==> config.mk <==
export PLATFORM = sky130hd
export DESIGN_NAME = pc_fetch_unit_flat
export DESIGN_NICKNAME = d
export VERILOG_FILES = /design/src/rtl/pc_fetch_unit_if.sv /design/src/rtl/pc_fetch_unit.sv /design/src/flat_wrapper.sv
export SDC_FILE = /design/constraint.sdc
export NUM_CORES = 1
export LEC_CHECK = 0
export ABC_AREA = 1
export CORE_MARGIN = 2
export CORE_UTILIZATION = 42
export CTS_BUF_LIST = sky130_fd_sc_hd__clkbuf_4
export DETAILED_ROUTE_END_ITERATION = 8
export PLACE_DENSITY = 0.82
export REMOVE_ABC_BUFFERS = 1
export SYNTH_ARGS = -nofsm -noshare
export SYNTH_HDL_FRONTEND = slang
export SYNTH_SLANG_ARGS = --single-unit
==> constraint.sdc <==
create_clock -name clk -period 1.4 [get_ports clk]
set_input_delay 0.28 -clock clk [delete_from_list [all_inputs] [get_ports clk]]
set_output_delay 0.28 -clock clk [all_outputs]
set_load 0.01 [all_outputs]
==> src/rtl/pc_fetch_unit_if.sv <==
// rtl/pc_fetch_unit_if.sv - fetch unit memory request/response and decode-side handshake bundle
interface pc_fetch_unit_if #(
    parameter int unsigned XLEN = 32
);
    logic            imem_req_valid;
    logic [XLEN-1:0] imem_req_addr;
    logic            imem_req_ready;
    logic            imem_resp_valid;
    logic [31:0]     imem_resp_data;
    logic            if_valid;
    logic [XLEN-1:0] if_pc;
    logic [31:0]     if_instr;
    logic            if_ready;

    modport master (
        output imem_req_valid,
        output imem_req_addr,
        input  imem_req_ready,
        input  imem_resp_valid,
        input  imem_resp_data,
        output if_valid,
        output if_pc,
        output if_instr,
        input  if_ready
    );

    modport slave (
        input  imem_req_valid,
        input  imem_req_addr,
        output imem_req_ready,
        output imem_resp_valid,
        output imem_resp_data,
        input  if_valid,
        input  if_pc,
        input  if_instr,
        output if_ready
    );
endinterface

==> src/rtl/pc_fetch_unit.sv <==
// rtl/pc_fetch_unit.sv - single-outstanding instruction fetch FSM with redirect/flush; optional PC_MISALIGN_CHECK_EN
module pc_fetch_unit #(
    parameter int unsigned     XLEN     = 32,
    parameter logic [XLEN-1:0] RESET_PC = 32'h0000_0000
) (
    input  logic            clk,
    input  logic            rst,
    input  logic [XLEN-1:0] next_pc_in,
    input  logic            redirect,
    input  logic            stall,
    output logic            misaligned,
    pc_fetch_unit_if.master bus
);

    typedef enum logic [2:0] {
        IDLE  = 3'd0,
        REQ   = 3'd1,
        WAIT  = 3'd2,
        FLUSH = 3'd3,
        HOLD  = 3'd4
    } state_t;

    state_t          state_q, state_d;
    logic [XLEN-1:0] pc_q, pc_d;
    logic [XLEN-1:0] if_pc_q, if_pc_d;
    logic [31:0]     if_instr_q, if_instr_d;
    logic            req_valid;
    logic            out_valid;
    logic            redir_ok;

`ifdef PC_MISALIGN_CHECK_EN
    logic redir_bad;

    // A redirect to a non-word address is dropped and flagged in the same cycle.
    assign redir_bad  = redirect && (next_pc_in[1:0] != 2'b00);
    assign redir_ok   = redirect && !redir_bad;
    assign misaligned = redir_bad && !rst;
`else
    assign redir_ok   = redirect;
    assign misaligned = 1'b0;
`endif

    // Outputs are masked during reset so nothing handshakes while state is being cleared.
    assign bus.imem_req_valid = req_valid && !rst;
    assign bus.imem_req_addr  = pc_q;
    assign bus.if_valid       = out_valid && !rst;
    assign bus.if_pc          = if_pc_q;
    assign bus.if_instr       = if_instr_q;

    // State, PC and captured instruction registers.
    always_ff @(posedge clk) begin
        if (rst) begin
            state_q    <= IDLE;
            pc_q       <= RESET_PC;
            if_pc_q    <= '0;
            if_instr_q <= '0;
        end else begin
            state_q    <= state_d;
            pc_q       <= pc_d;
            if_pc_q    <= if_pc_d;
            if_instr_q <= if_instr_d;
        end
    end

    // Next-state, PC update and handshake outputs; redirect outranks stall and if_ready.
    always_comb begin
        state_d    = state_q;
        pc_d       = pc_q;
        if_pc_d    = if_pc_q;
        if_instr_d = if_instr_q;
        req_valid  = 1'b0;
        out_valid  = 1'b0;
        case (state_q)
            IDLE: begin
                state_d = REQ;
            end
            REQ: begin
                req_valid = !stall;
                if (redir_ok) begin
                    // A request already on the bus this cycle leaves a response to throw away.
                    pc_d    = next_pc_in;
                    state_d = (req_valid && bus.imem_req_ready) ? FLUSH : REQ;
                end else if (req_valid && bus.imem_req_ready) begin
                    state_d = WAIT;
                end
            end
            WAIT: begin
                if (redir_ok) begin
                    pc_d    = next_pc_in;
                    state_d = bus.imem_resp_valid ? REQ : FLUSH;
                end else if (bus.imem_resp_valid) begin
                    if_instr_d = bus.imem_resp_data;
                    if_pc_d    = pc_q;
                    state_d    = HOLD;
                end
            end
            FLUSH: begin
                if (redir_ok) begin
                    pc_d = next_pc_in;
                end
                if (bus.imem_resp_valid) begin
                    state_d = REQ;
                end
            end
            HOLD: begin
                out_valid = 1'b1;
                if (redir_ok) begin
                    // The held instruction is on the wrong path; do not count it as consumed.
                    pc_d    = next_pc_in;
                    state_d = REQ;
                end else if (bus.if_ready) begin
                    pc_d    = pc_q + XLEN'(4);
                    state_d = REQ;
                end
            end
            default: begin
                state_d = IDLE;
            end
        endcase
    end

endmodule

==> src/flat_wrapper.sv <==
// flat-port wrapper written by rule: the top's interface ports become plain ports
module pc_fetch_unit_flat 
#(
    parameter int unsigned     XLEN     = 32,
    parameter logic [XLEN-1:0] RESET_PC = 32'h0000_0000
)
  (clk, rst, next_pc_in, redirect, stall, misaligned, bus_imem_req_valid, bus_imem_req_addr, bus_imem_req_ready, bus_imem_resp_valid, bus_imem_resp_data, bus_if_valid, bus_if_pc, bus_if_instr, bus_if_ready);
  pc_fetch_unit_if #(.XLEN(XLEN)) bus_i ();
  input  logic clk;
  input  logic rst;
  input  logic [XLEN-1:0] next_pc_in;
  input  logic redirect;
  input  logic stall;
  output logic misaligned;
  output wire logic [$bits(bus_i.imem_req_valid)-1:0] bus_imem_req_valid;
  output wire logic [$bits(bus_i.imem_req_addr)-1:0] bus_imem_req_addr;
  input wire logic [$bits(bus_i.imem_req_ready)-1:0] bus_imem_req_ready;
  input wire logic [$bits(bus_i.imem_resp_valid)-1:0] bus_imem_resp_valid;
  input wire logic [$bits(bus_i.imem_resp_data)-1:0] bus_imem_resp_data;
  output wire logic [$bits(bus_i.if_valid)-1:0] bus_if_valid;
  output wire logic [$bits(bus_i.if_pc)-1:0] bus_if_pc;
  output wire logic [$bits(bus_i.if_instr)-1:0] bus_if_instr;
  input wire logic [$bits(bus_i.if_ready)-1:0] bus_if_ready;
  assign bus_imem_req_valid = bus_i.imem_req_valid;
  assign bus_imem_req_addr = bus_i.imem_req_addr;
  assign bus_i.imem_req_ready = bus_imem_req_ready;
  assign bus_i.imem_resp_valid = bus_imem_resp_valid;
  assign bus_i.imem_resp_data = bus_imem_resp_data;
  assign bus_if_valid = bus_i.if_valid;
  assign bus_if_pc = bus_i.if_pc;
  assign bus_if_instr = bus_i.if_instr;
  assign bus_i.if_ready = bus_if_ready;
  pc_fetch_unit #(.XLEN(XLEN), .RESET_PC(RESET_PC)) u_core (.clk(clk), .rst(rst), .next_pc_in(next_pc_in), .redirect(redirect), .stall(stall), .misaligned(misaligned), .bus(bus_i));
endmodule
* Word-level counts from Yosys, hierarchy flattened
Cells that the tools add are included.
** Word-level totals
- Flip-flop bits (word level) :: 99
- Bits of input ports :: 71
- Output and inout port bits :: 99
- Word-level logic and storage cells :: 42
** Operators by class
- $add $sub $neg :: 1
- Eq/ne operators :: 9
- Bitwise operators :: 1
- Multiplexer cells :: 16
- Reductions and logical operators :: 11
** Operators with widths (count)
- 2-to-1 mux 32 bit :: 3
- one-hot mux 32 bit (2 select lines) :: 1
- adder 32 x 3 -> 32 bit, second input constant :: 1
- 2-to-1 mux 3 bit :: 7
- one-hot mux 3 bit (5 select lines) :: 1
- == test 3 x 2 -> 1 bit, second input constant :: 2
- != test 3 bit, second input constant :: 2
- AND reduction 3 bit :: 2
- 2-to-1 mux 2 bit :: 2
- AND reduction 4 bit :: 1
- == test 3 x 1 -> 1 bit, second input constant :: 1
- == test 3 bit, second input constant :: 1
- logical AND 1 bit :: 3
- zero test 3 bit :: 1
- != test 3 x 2 -> 1 bit, second input constant :: 1
- OR reduction 3 bit :: 1
- zero test 1 bit :: 2
- 2-to-1 mux 1 bit :: 2
- != test 2 x 1 -> 1 bit, second input constant :: 1
- != test 2 bit, second input constant :: 1
- nonzero test 2 bit :: 1
- inverter 1 bit :: 1

* Longest topological paths before layout
Gate-level depths: netlist of the first run.
- Depth after elaboration :: 5
- Depth in mapped cells :: 10
- Mapped depth without buffers :: 10

* Worst setup path after synthesis of the first run
No wires, ideal clock.
- Kind :: flip-flop to flip-flop
- Start :: register u_core.pc_q[3], in the netlist u_core.bus.imem_req_addr[3]
- End :: register u_core.pc_q[22], in the netlist u_core.bus.imem_req_addr[22]
- Setup time :: 0.131 ns
- Data required time :: 1.269 ns
- Stages on the path, launching flop included :: 11
- Period minus slack after synthesis :: 1.560 ns
- Buffers on the path :: 0
- Slack :: -0.160 ns
- Arrival :: 1.429 ns
- Cell sequence :: dfxtp_1 ha_1 inv_1 nor2_4 nand2_1 nor2_2 nand3_1 nand2_1 nand2_1 nand2_1 a21oi_2
** On the way
- Word-level cells in the longest chain between the ends :: 4
** Ends and longest elaborated chain
- start, declared :: line pc_fetch_unit.sv:24 : logic [XLEN-1:0] pc_q, pc_d;
- start signal, assigned :: line pc_fetch_unit.sv:59 : pc_q <= pc_d;
- adder 32 x 3 -> 32 bit :: line pc_fetch_unit.sv:112 : pc_d = pc_q + XLEN'(4);
- 2-to-1 mux 32 bit :: line pc_fetch_unit.sv:111 : end else if (bus.if_ready) begin
- 2-to-1 mux 32 bit :: line pc_fetch_unit.sv:107 : if (redir_ok) begin
- one-hot mux 32 bit (2 select lines) :: line pc_fetch_unit.sv:73 : case (state_q)
Every way passes these cells. The select of a mux whose other input is x is not followed.
A chain may end at the register's enable or synchronous reset.

* Worst setup path in the final report of the first run
- Start :: register u_core.pc_q[11], in the netlist u_core.bus.imem_req_addr[11]
- End :: register u_core.pc_q[23], in the netlist u_core.bus.imem_req_addr[23]
Same word-level chain as after synthesis.

==> results of run 1 <==
==> stage by stage <==
| stage | cells | util, % | setup slack, ns |
|---|---|---|---|
| finish | 1164 | 85.3 | -0.356 |
| detailed placement | 1068 | 66.3 | -0.477 |
| floorplan | 669 | - | -1.06 |
| CTS | 1142 | 76.8 | -0.216 |
| global route | 1164 | 85.3 | -0.468 |
| global placement | 1068 | 66.3 | -0.482 |
==> layout by cell type (no fill, tap or decap), drive strengths merged, types with 3 or more instances in the layout <==
| cell type | Yosys | routed |
|---|---|---|
| a21oi | 53 | 53 |
| buf | 27 | 187 |
| clkbuf | 9 | 33 |
| clkdlybuf4s15 | 0 | 35 |
| clkdlybuf4s50 | 0 | 70 |
| clkinv | 1 | 3 |
| dfxtp | 99 | 99 |
| dlygate4sd2 | 0 | 24 |
| inv | 44 | 44 |
| nand2 | 150 | 150 |
| nand3 | 38 | 38 |
| nand4 | 4 | 4 |
| nor2 | 153 | 153 |
| nor3 | 3 | 3 |
| o21a | 21 | 21 |
| o21ai | 86 | 86 |
| o31ai | 3 | 3 |
==> area by class of cell <==
class | count | area (um^2) | share of cell area (%)
inverter | 45 | 201 | 2.16
sequential | 99 | 2110 | 22.7
multi-input combinational | 525 | 3180 | 34.1
clock buffer | 11 | 82.6 | 0.885
timing repair buffer | 339 | 3480 | 37.3
clock inverter | 4 | 76.3 | 0.818
timing repair inverter | 1 | 16.3 | 0.174
tap | 140 | 175 | 1.88
==> how the worst max path moves through the flow <==
stage / depth (start not counted) / endpoint / startpoint
detailed placement: 4 / bus_if_valid / rst
floorplan: 6 / u_core.bus.if_pc[10] / u_core.state_q[1]
global route: 10 / u_core.bus.imem_req_addr[23] / u_core.bus.imem_req_addr[11]
global placement: 4 / bus_if_valid / rst
finish: 10 / u_core.bus.imem_req_addr[23] / u_core.bus.imem_req_addr[11]
CTS: 5 / bus_imem_req_valid / u_core.state_q[0]
==> routing by layer <==
metal	routed length (um)	vias to the layer above	track usage, %
met5	0	-	0
met4	1620	0	15.3
met3	2390	169	7.03
met2	12300	569	57.0
met1	9140	3212	37.1
li1	-	2934	-
==> logic make-up (layout without fill, tap and decap cells) <==
kind of cell	Yosys count	count (layout)	synth area share (%)
xor+xnor	3	3	0.551
other cells	1	1	0.0787
fa+ha+maj	1	1	0.262
buf+inv	81	400	7.48
simple gates	351	351	30.5
flops	99	99	41.6
compound gates	169	169	19.6
==> timing repair <==
action / in CTS / in global routing
buffers inserted: 47 / 34
gates cloned: 12 / 10
pin swaps: 20 / 70
gates resized for setup: 330 / 332
endpoints found under the setup margin: 194 / 173
==> flip-flops by register name, indices dropped and copies added (netlist names) <==
register and cells:
u_core.state_q 3, u_core.bus.if_pc 32, u_core.bus.if_instr 32, u_core.bus.imem_req_addr 32
==> worst reg2reg max path: stages (launching register included) <==
cell     delay, ns
dfxtp_2       0.38
buf_4         0.12
nand2_1       0.10
nor2_1        0.25
nand2_1       0.18
nor2_2        0.18
nand2_1       0.13
nand2_1       0.11
nand3_2       0.08
nand2_2       0.08
a21oi_2       0.05
==> report_power, final <==
part	leakage (nW)	switching [W]	internal [W]	total [W]
Combinational	2.86	0.00103	0.00107	0.00210
Sequential	0.841	0.000126	0.00296	0.00309
Clock	0.0831	0.00102	0.000758	0.00178
Total	3.78	0.00217	0.00479	0.00696
==> flow_summary.toml, run 1 <==
[worst_setup_path]
cp_slowest_cell = "dfxtp_2"
r2r_end = "u_core.bus.imem_req_addr[23]"
critical_path_class = "reg2reg"
reg2reg_depth = 10
cp_common_cell = "nand2_1"
crit_buf_inv = 1
end_kind = "flip-flop"
cp-start-kind = "flip-flop"
slowest_delay_ns = 0.38
crit_required_ns = 1.79
rr_startpoint = "u_core.bus.imem_req_addr[11]"
reg2reg_slack_ns = -0.36
crit_arrival_ns = 2.15
cp_max_fo = 3
crit_family = "simple AND/OR/NAND/NOR gates"
path_cells = "buf_4, nand2_1, nor2_1, nand2_1, nor2_2, nand2_1, nand2_1, nand3_2, nand2_2, a21oi_2"

[layout]
drive_gt1_share_pct = 46.3
design_area_um2 = 9330
area_delta_synth_final_pct = 95.7
fill_cells = 530
final_nets = 1092
diodes = 0

[yosys]
netlist_top_cells_area = "dfxtp_1, nand2_1, nor2_1"
syn_avg_cell_area_um2 = 6.76
yosysWarningCount = 0
syn_inst = 705
ys_ff_latch = 99
synth_commonest_cells = "nand2_1, nor2_1, dfxtp_1"
synth_top_area_share_pct = 41.6
synth_edf_count = 0
ys.flop_type = "dfxtp_1"
yosysTopAreaCell = "dfxtp_1"
synth_cell_type_count = 39
syn_area_um2 = 4770
async_flop_share_pct = 0
yosysMostFrequentCell = "nand2_1"
seq_area_frac_synth_pct = 41.6

[routing]
routed_wl_mm = 25.4
drc = 0
ant_nets = 0
first_pass_iters = 5
wl_per_cell_um = 21.8
drt_iter0_drc = 794
avgViaCountPerCell = 5.91
via_count = 6884

[timing]
drv_slew = 0
hold_violations = 0
clock.fmax_mhz = 569
fin_skew_ns = 0.0202
rsz0062_at_grt = "yes"
setup_violations = 122
min_period_ns = 1.76
whs_ns = 0.396
setup_slack_ns = -0.356
period_share_pct = 125
fin_setup_tns_ns = -19.28

[status]
status = "complete, but fails checks"
violations = "setup timing"

[place]
routabilityCongestion = 0.959
portBuffers = 168
hpwlAfterDp_mm = 11.7
placed_cell_area_um2 = 7250

[clocking]
clk_pin_slew_ns = 0.17
htree_levels = 3
cts_tree = "yes"
clock_path_buffers = 2
insertion_delay_ns = 0.50
cts_buffers = 9
cts.sinks = 99
cts_root_buf = "clkbuf_4"
hold_buffers = 0

[grt]
grt_pass1_vias = 6295
grt_max_degree = 44
overflow = 0
grt_pass1_wl_mm = 31.9
grt_usage_pct = 32.3
antenna_found_initial = 0

[pwr]
leakage_nw = 3.78
finalPower_w = 0.00696
ir_drop_v = 0.000472
powerDensity_nw_per_um2 = 746

[min_path]
holdPathEnd = "u_core.bus.imem_req_addr[0]"
min-delay-path-class = "in2reg"
hold_depth = 3
hold_start = "next_pc_in[0]"

[die]
coreArea_um2 = 10900
die-area_um2 = 12200
num_rows = 38
chipHeight_um = 111
die_width_um = 111
ioPinCount = 170
start_util_pct = 43.6

[job]
max_cap_violations = 0
No activity file was read; power rests on OpenSTA's default activity.
==> inputs of run 2 (changes only) <==
--- a/config.mk
+++ b/config.mk
@@ -7,10 +7,10 @@
 export LEC_CHECK = 0
 export ABC_AREA = 1
 export CORE_MARGIN = 2
-export CORE_UTILIZATION = 42
+export CORE_UTILIZATION = 47
 export CTS_BUF_LIST = sky130_fd_sc_hd__clkbuf_4
 export DETAILED_ROUTE_END_ITERATION = 8
-export PLACE_DENSITY = 0.82
+export PLACE_DENSITY = 0.86
 export REMOVE_ABC_BUFFERS = 1
 export SYNTH_ARGS = -nofsm -noshare
 export SYNTH_HDL_FRONTEND = slang
==> constraint.sdc (replaced) <==
create_clock -name clk -period 2 [get_ports clk]
set_input_delay 0.3 -clock clk [delete_from_list [all_inputs] [get_ports clk]]
set_output_delay 0.3 -clock clk [all_outputs]
set_load 0.01 [all_outputs]
==> run 2 against run 1 <==
Combinational power fell by 61%. Non-clock buffer count fell by 157. Clock-buffer cell count fell by 1. Critical endpoint is now bus_imem_req_addr[11]. The run now ends clean. Die area fell by 10%. Cell count fell by 14%. Register-to-register slack improved by 0.59 ns. Sequential cell count did not move. Highest routed layer unchanged. Sequential power fell by 29%. Wire length fell by 40%.
==> flow_summary.toml, run 2 (synthesis results as in run 1) <==
[status]
status = "completed"

[die]
start_util_pct = 48.5
die_width_um = 105
die-area_um2 = 11000
chipHeight_um = 105
coreArea_um2 = 9820
num_rows = 36
ioPinCount = 170

[routing]
first_pass_iters = 5
routed_wl_mm = 15.2
drc = 0
ant_nets = 0
drt_iter0_drc = 428
wl_per_cell_um = 15.2
avgViaCountPerCell = 5.31
via_count = 5305

[grt]
met1_usage_pct = 32.6
use_met2_pct = 49.3
antenna_found_initial = 0
met3_usage_pct = 5.12
grt_busiest_layer = "met2"
grt_pass1_vias = 5085
grt_usage_pct = 27.4
overflow = 0
grt_max_degree = 71
grt_pass1_wl_mm = 24.7

[clocking]
clock_path_buffers = 2
post_cts_buffers = 0
clk_pin_slew_ns = 0.15
cts_buffers = 9
htree_levels = 3
hold_buffers = 0
cts.sinks = 99
cts_root_buf = "clkbuf_4"
cts_tree = "yes"
insertion_delay_ns = 0.46

[pwr]
leakage_nw = 2.34
p_comb_share_pct = 20.2
p_sw_w = 0.00118
power_frac_seq_pct = 53.5
ir_drop_v = 0.000307
switching_share_pct = 29.1
clkPwrFrac_pct = 26.3
powerDensity_nw_per_um2 = 605
internal-power_w = 0.00289

[job]
max_cap_violations = 0

[timing]
fin_skew_ns = 0.0136
clock.fmax_mhz = 509
period_share_pct = 98.3
min_period_ns = 1.97
hold_violations = 0
drv_slew = 0
tightest_slew_ns = 0.647
setup_violations = 0
rsz0062_at_grt = "no"
relSlewSlack_pct = 56.9

[layout]
instances_no_fill = 1000
final_nets = 934
design_area_um2 = 6740
diodes = 0
seqCellArea_um2 = 1980
drive_gt1_share_pct = 6.92
utilization_pct = 68.6
area_delta_synth_final_pct = 41.3
most-common-layout-cells = "clkdlybuf4s50_1, nand2_1, nor2_1"
mostFrequentLayoutCell = "clkdlybuf4s50_1"
fill_cells = 865
multi_input_area_um2 = 2440

[worst_setup_path]
cp_max_fo = 6
crit_arrival_ns = 1.67
end_kind = "output pin"
cp-start-kind = "flip-flop"
critical_path_class = "reg2out"
crit_required_ns = 1.70

[place]
routabilityCongestion = 0.865
portBuffers = 168
placed_cells = 984
hpwlAfterDp_mm = 11.2
placed_cell_area_um2 = 6590

[min_path]
min-delay-path-class = "in2reg"
run 2: cell types whose count changed in the layout (fill, tap and decap cells not counted), sizes merged, moves of 22 or more:
cell | previous run | this run
clkdlybuf4s15 | 35 | 0
buf | 187 | 14
clkdlybuf4s50 | 70 | 166
dlygate4sd2 | 24 | 2
clkbuf | 33 | 10
run 2: critical path: stages, from the launching register on:
cell and delay (ns):
dfxtp_1 0.50, buf_4 0.19, clkdlybuf4s50_1 0.53
run 2: final timing paths:
| check | startpoint | end | slack (ns) | cells after the start |
|---|---|---|---|---|
| worst min register to register | u_core.bus.if_instr[26] | u_core.bus.if_instr[26] | 0.50 | 2 |
| worst max-delay path | u_core.bus.imem_req_addr[11] | bus_imem_req_addr[11] | 0.03 | 2 |
| worst max register to register | u_core.bus.imem_req_addr[3] | u_core.bus.imem_req_addr[22] | 0.23 | 10 |
| worst min-delay path | bus_imem_resp_data[20] | u_core.bus.if_instr[20] | 0.44 | 3 |
run 2: per-layer routing:
| layer | share of wire [%] | vias up |
|---|---|---|
| met1 | 42 | 2449 |
| li1 | - | 2600 |
| met4 | 1.9 | 0 |
| met5 | 0 | - |
| met2 | 50 | 234 |
| met3 | 6.7 | 22 |
run 2: cell type report:
cell class                      instances  area share [%]
Sequential cell                        99            29.4
Inverter                               45            2.54
Multi-Input combinational cell        525            36.2
Clock buffer                           10            1.11
Tap cell                              133            2.47
Timing Repair Buffer                  182            27.2
Clock inverter                          6           0.966
run 2: power groups by stage:
stage / sequential, W / combinational [W] / clock, W
5_1_grt: 0.00220 / 0.000893 / 0.00115
4_1_cts: 0.00218 / 0.000819 / 0.00109
3_5_place_dp: 0.00222 / 0.000812 / 0
2_1_floorplan: 0.00224 / 0.000315 / 0
3_3_place_gp: 0.00222 / 0.000785 / 0
6_report: 0.00218 / 0.000822 / 0.00107
run 2: through the flow:
stage | total power [W] | setup TNS [ns] | hold slack (ns) | setup slack, ns
3_5_place_dp | 0.00303 | 0 | 0.471 | 0.0272
6_report | 0.00408 | 0 | 0.437 | 0.0346
3_3_place_gp | 0.00300 | 0 | 0.463 | 0.0747
2_1_floorplan | 0.00255 | -24.00 | 0.362 | -0.464
4_1_cts | 0.00409 | 0 | 0.429 | 0.0386
5_1_grt | 0.00424 | 0 | 0.449 | 0.0142
run 2: repair_timing:
item / 4_1_cts / 5_1_grt
pin swaps: 1 / 0
cloned: 0 / 0
setup endpoints to repair: 2 / 1
gates resized for setup: 5 / 1
==> inputs of run 3 (changes only) <==
--- a/config.mk
+++ b/config.mk
@@ -10,7 +10,7 @@
 export CORE_UTILIZATION = 47
 export CTS_BUF_LIST = sky130_fd_sc_hd__clkbuf_4
 export DETAILED_ROUTE_END_ITERATION = 8
-export PLACE_DENSITY = 0.86
+export PLACE_DENSITY = 0.93
 export REMOVE_ABC_BUFFERS = 1
 export SYNTH_ARGS = -nofsm -noshare
 export SYNTH_HDL_FRONTEND = slang
==> run 3 against run 2 <==
Combinational power rose by 2%. Clock skew barely moved. Utilization rose by 0.33 points. First-iteration DRC count fell by 18%. Register-to-register slack improved by 0.08 ns. Sequential power barely moved. Clock power barely moved. Largest power group unchanged. Cell count rose by 0.10%.
==> flow_summary.toml, run 3 (synthesis results as in run 1) <==
[clocking]
cts_tree = "yes"
insertion_delay_ns = 0.48
cts_buffers = 9
clk_pin_slew_ns = 0.15
cts.sinks = 99
cts_root_buf = "clkbuf_4"
htree_levels = 3
hold_buffers = 0
clock_path_buffers = 2

[timing]
min_period_ns = 1.90
whs_ns = 0.412
period_share_pct = 95.1
clock.fmax_mhz = 526
rsz0062_at_grt = "no"
fin_skew_ns = 0.0138
setup_violations = 0
drv_slew = 0
hold_violations = 0

[routing]
drc = 0
ant_nets = 0
routed_wl_mm = 14.6
drt_iter0_drc = 351
via_count = 5221
first_pass_iters = 5
wl_per_cell_um = 14.5
avgViaCountPerCell = 5.22

[grt]
grt_max_degree = 71
overflow = 0
antenna_found_initial = 0
grt_pass1_vias = 4912
grt_pass1_wl_mm = 23.9
grt_usage_pct = 26.9
met3_usage_pct = 9.11
use_met2_pct = 45.9
met1_usage_pct = 32.3
grt_busiest_layer = "met2"

[layout]
diodes = 0
mostFrequentLayoutCell = "clkdlybuf4s50_1"
design_area_um2 = 6770
area_delta_synth_final_pct = 42.0
final_nets = 935
most-common-layout-cells = "clkdlybuf4s50_1, nand2_1, nor2_1"
instances_no_fill = 1001
drive_gt1_share_pct = 7.26

[place]
hpwlAfterDp_mm = 10.5
routabilityCongestion = 0.939
placed_cells = 985
placed_cell_area_um2 = 6620
portBuffers = 168

[die]
ioPinCount = 170
die-area_um2 = 11000
die_width_um = 105
chipHeight_um = 105
coreArea_um2 = 9820
start_util_pct = 48.5
num_rows = 36

[pwr]
finalPower_w = 0.00406
powerDensity_nw_per_um2 = 599
ir_drop_v = 0.000500
leakage_nw = 2.37

[worst_setup_path]
cp_max_fo = 5
crit_required_ns = 1.70
end_kind = "output pin"
crit_arrival_ns = 1.60
cp-start-kind = "flip-flop"
critical_path_class = "reg2out"

[status]
status = "completed"

[job]
max_cap_violations = 0

[min_path]
min-delay-path-class = "in2reg"
## run 3: worst max-delay path, stage by stage (launching register included)
cell             delay, ns
dfxtp_1               0.41
buf_4                 0.16
clkdlybuf4s50_1       0.55
## run 3: final timing paths
| kind | depth (start not counted) | slack, ns | to | from |
|---|---|---|---|---|
| setup / recovery | 2 | 0.1 | bus_imem_req_addr[13] | u_core.bus.imem_req_addr[13] |
| hold / removal | 3 | 0.41 | u_core.bus.if_instr[4] | bus_imem_resp_data[4] |
| setup reg to reg | 10 | 0.31 | u_core.bus.imem_req_addr[22] | u_core.bus.imem_req_addr[2] |
| hold reg to reg | 2 | 0.49 | u_core.bus.if_pc[7] | u_core.bus.if_pc[7] |
## run 3: area by class of cell
| class | count | area [um^2] |
|---|---|---|
| Fill cell | 821 | 3050 |
| Multi-Input combinational cell | 525 | 2440 |
| Sequential cell | 99 | 1990 |
| Timing Repair Buffer | 183 | 1870 |
| Inverter | 45 | 171 |
| Tap cell | 133 | 166 |
| Clock buffer | 10 | 75.1 |
| Clock inverter | 6 | 56.3 |
## run 3: timing repair
item	CTS	global route
gates resized for setup	7	3
setup buffers	0	0
endpoints found under the setup margin	2	3
pin swaps	1	0
## run 3: per-stage QoR
step	worst slack, ns	TNS, ns	utilization (%)
6_report	0.0988	0	68.9
5_1_grt	0.00168	0	68.9
4_1_cts	0.0524	0	68.9
3_5_place_dp	0.0575	0	67.4
3_3_place_gp	0.0811	0	67.4
2_1_floorplan	-0.464	-24.00	-
## run 3: routing by layer
metal | vias to the layer above | routed length [um]
met3 | 27 | 1220
li1 | 2614 | -
met5 | - | 0
met4 | 0 | 294
met1 | 2360 | 6210
met2 | 220 | 6840
## run 3: report_power, final
group / internal, W / total (W) / switching [W]
registers: 0.00207 / 0.00217 / 0.000105
clock network: 0.000385 / 0.00105 / 0.000661
logic: 0.000439 / 0.000838 / 0.000399
total: 0.00289 / 0.00406 / 0.00116
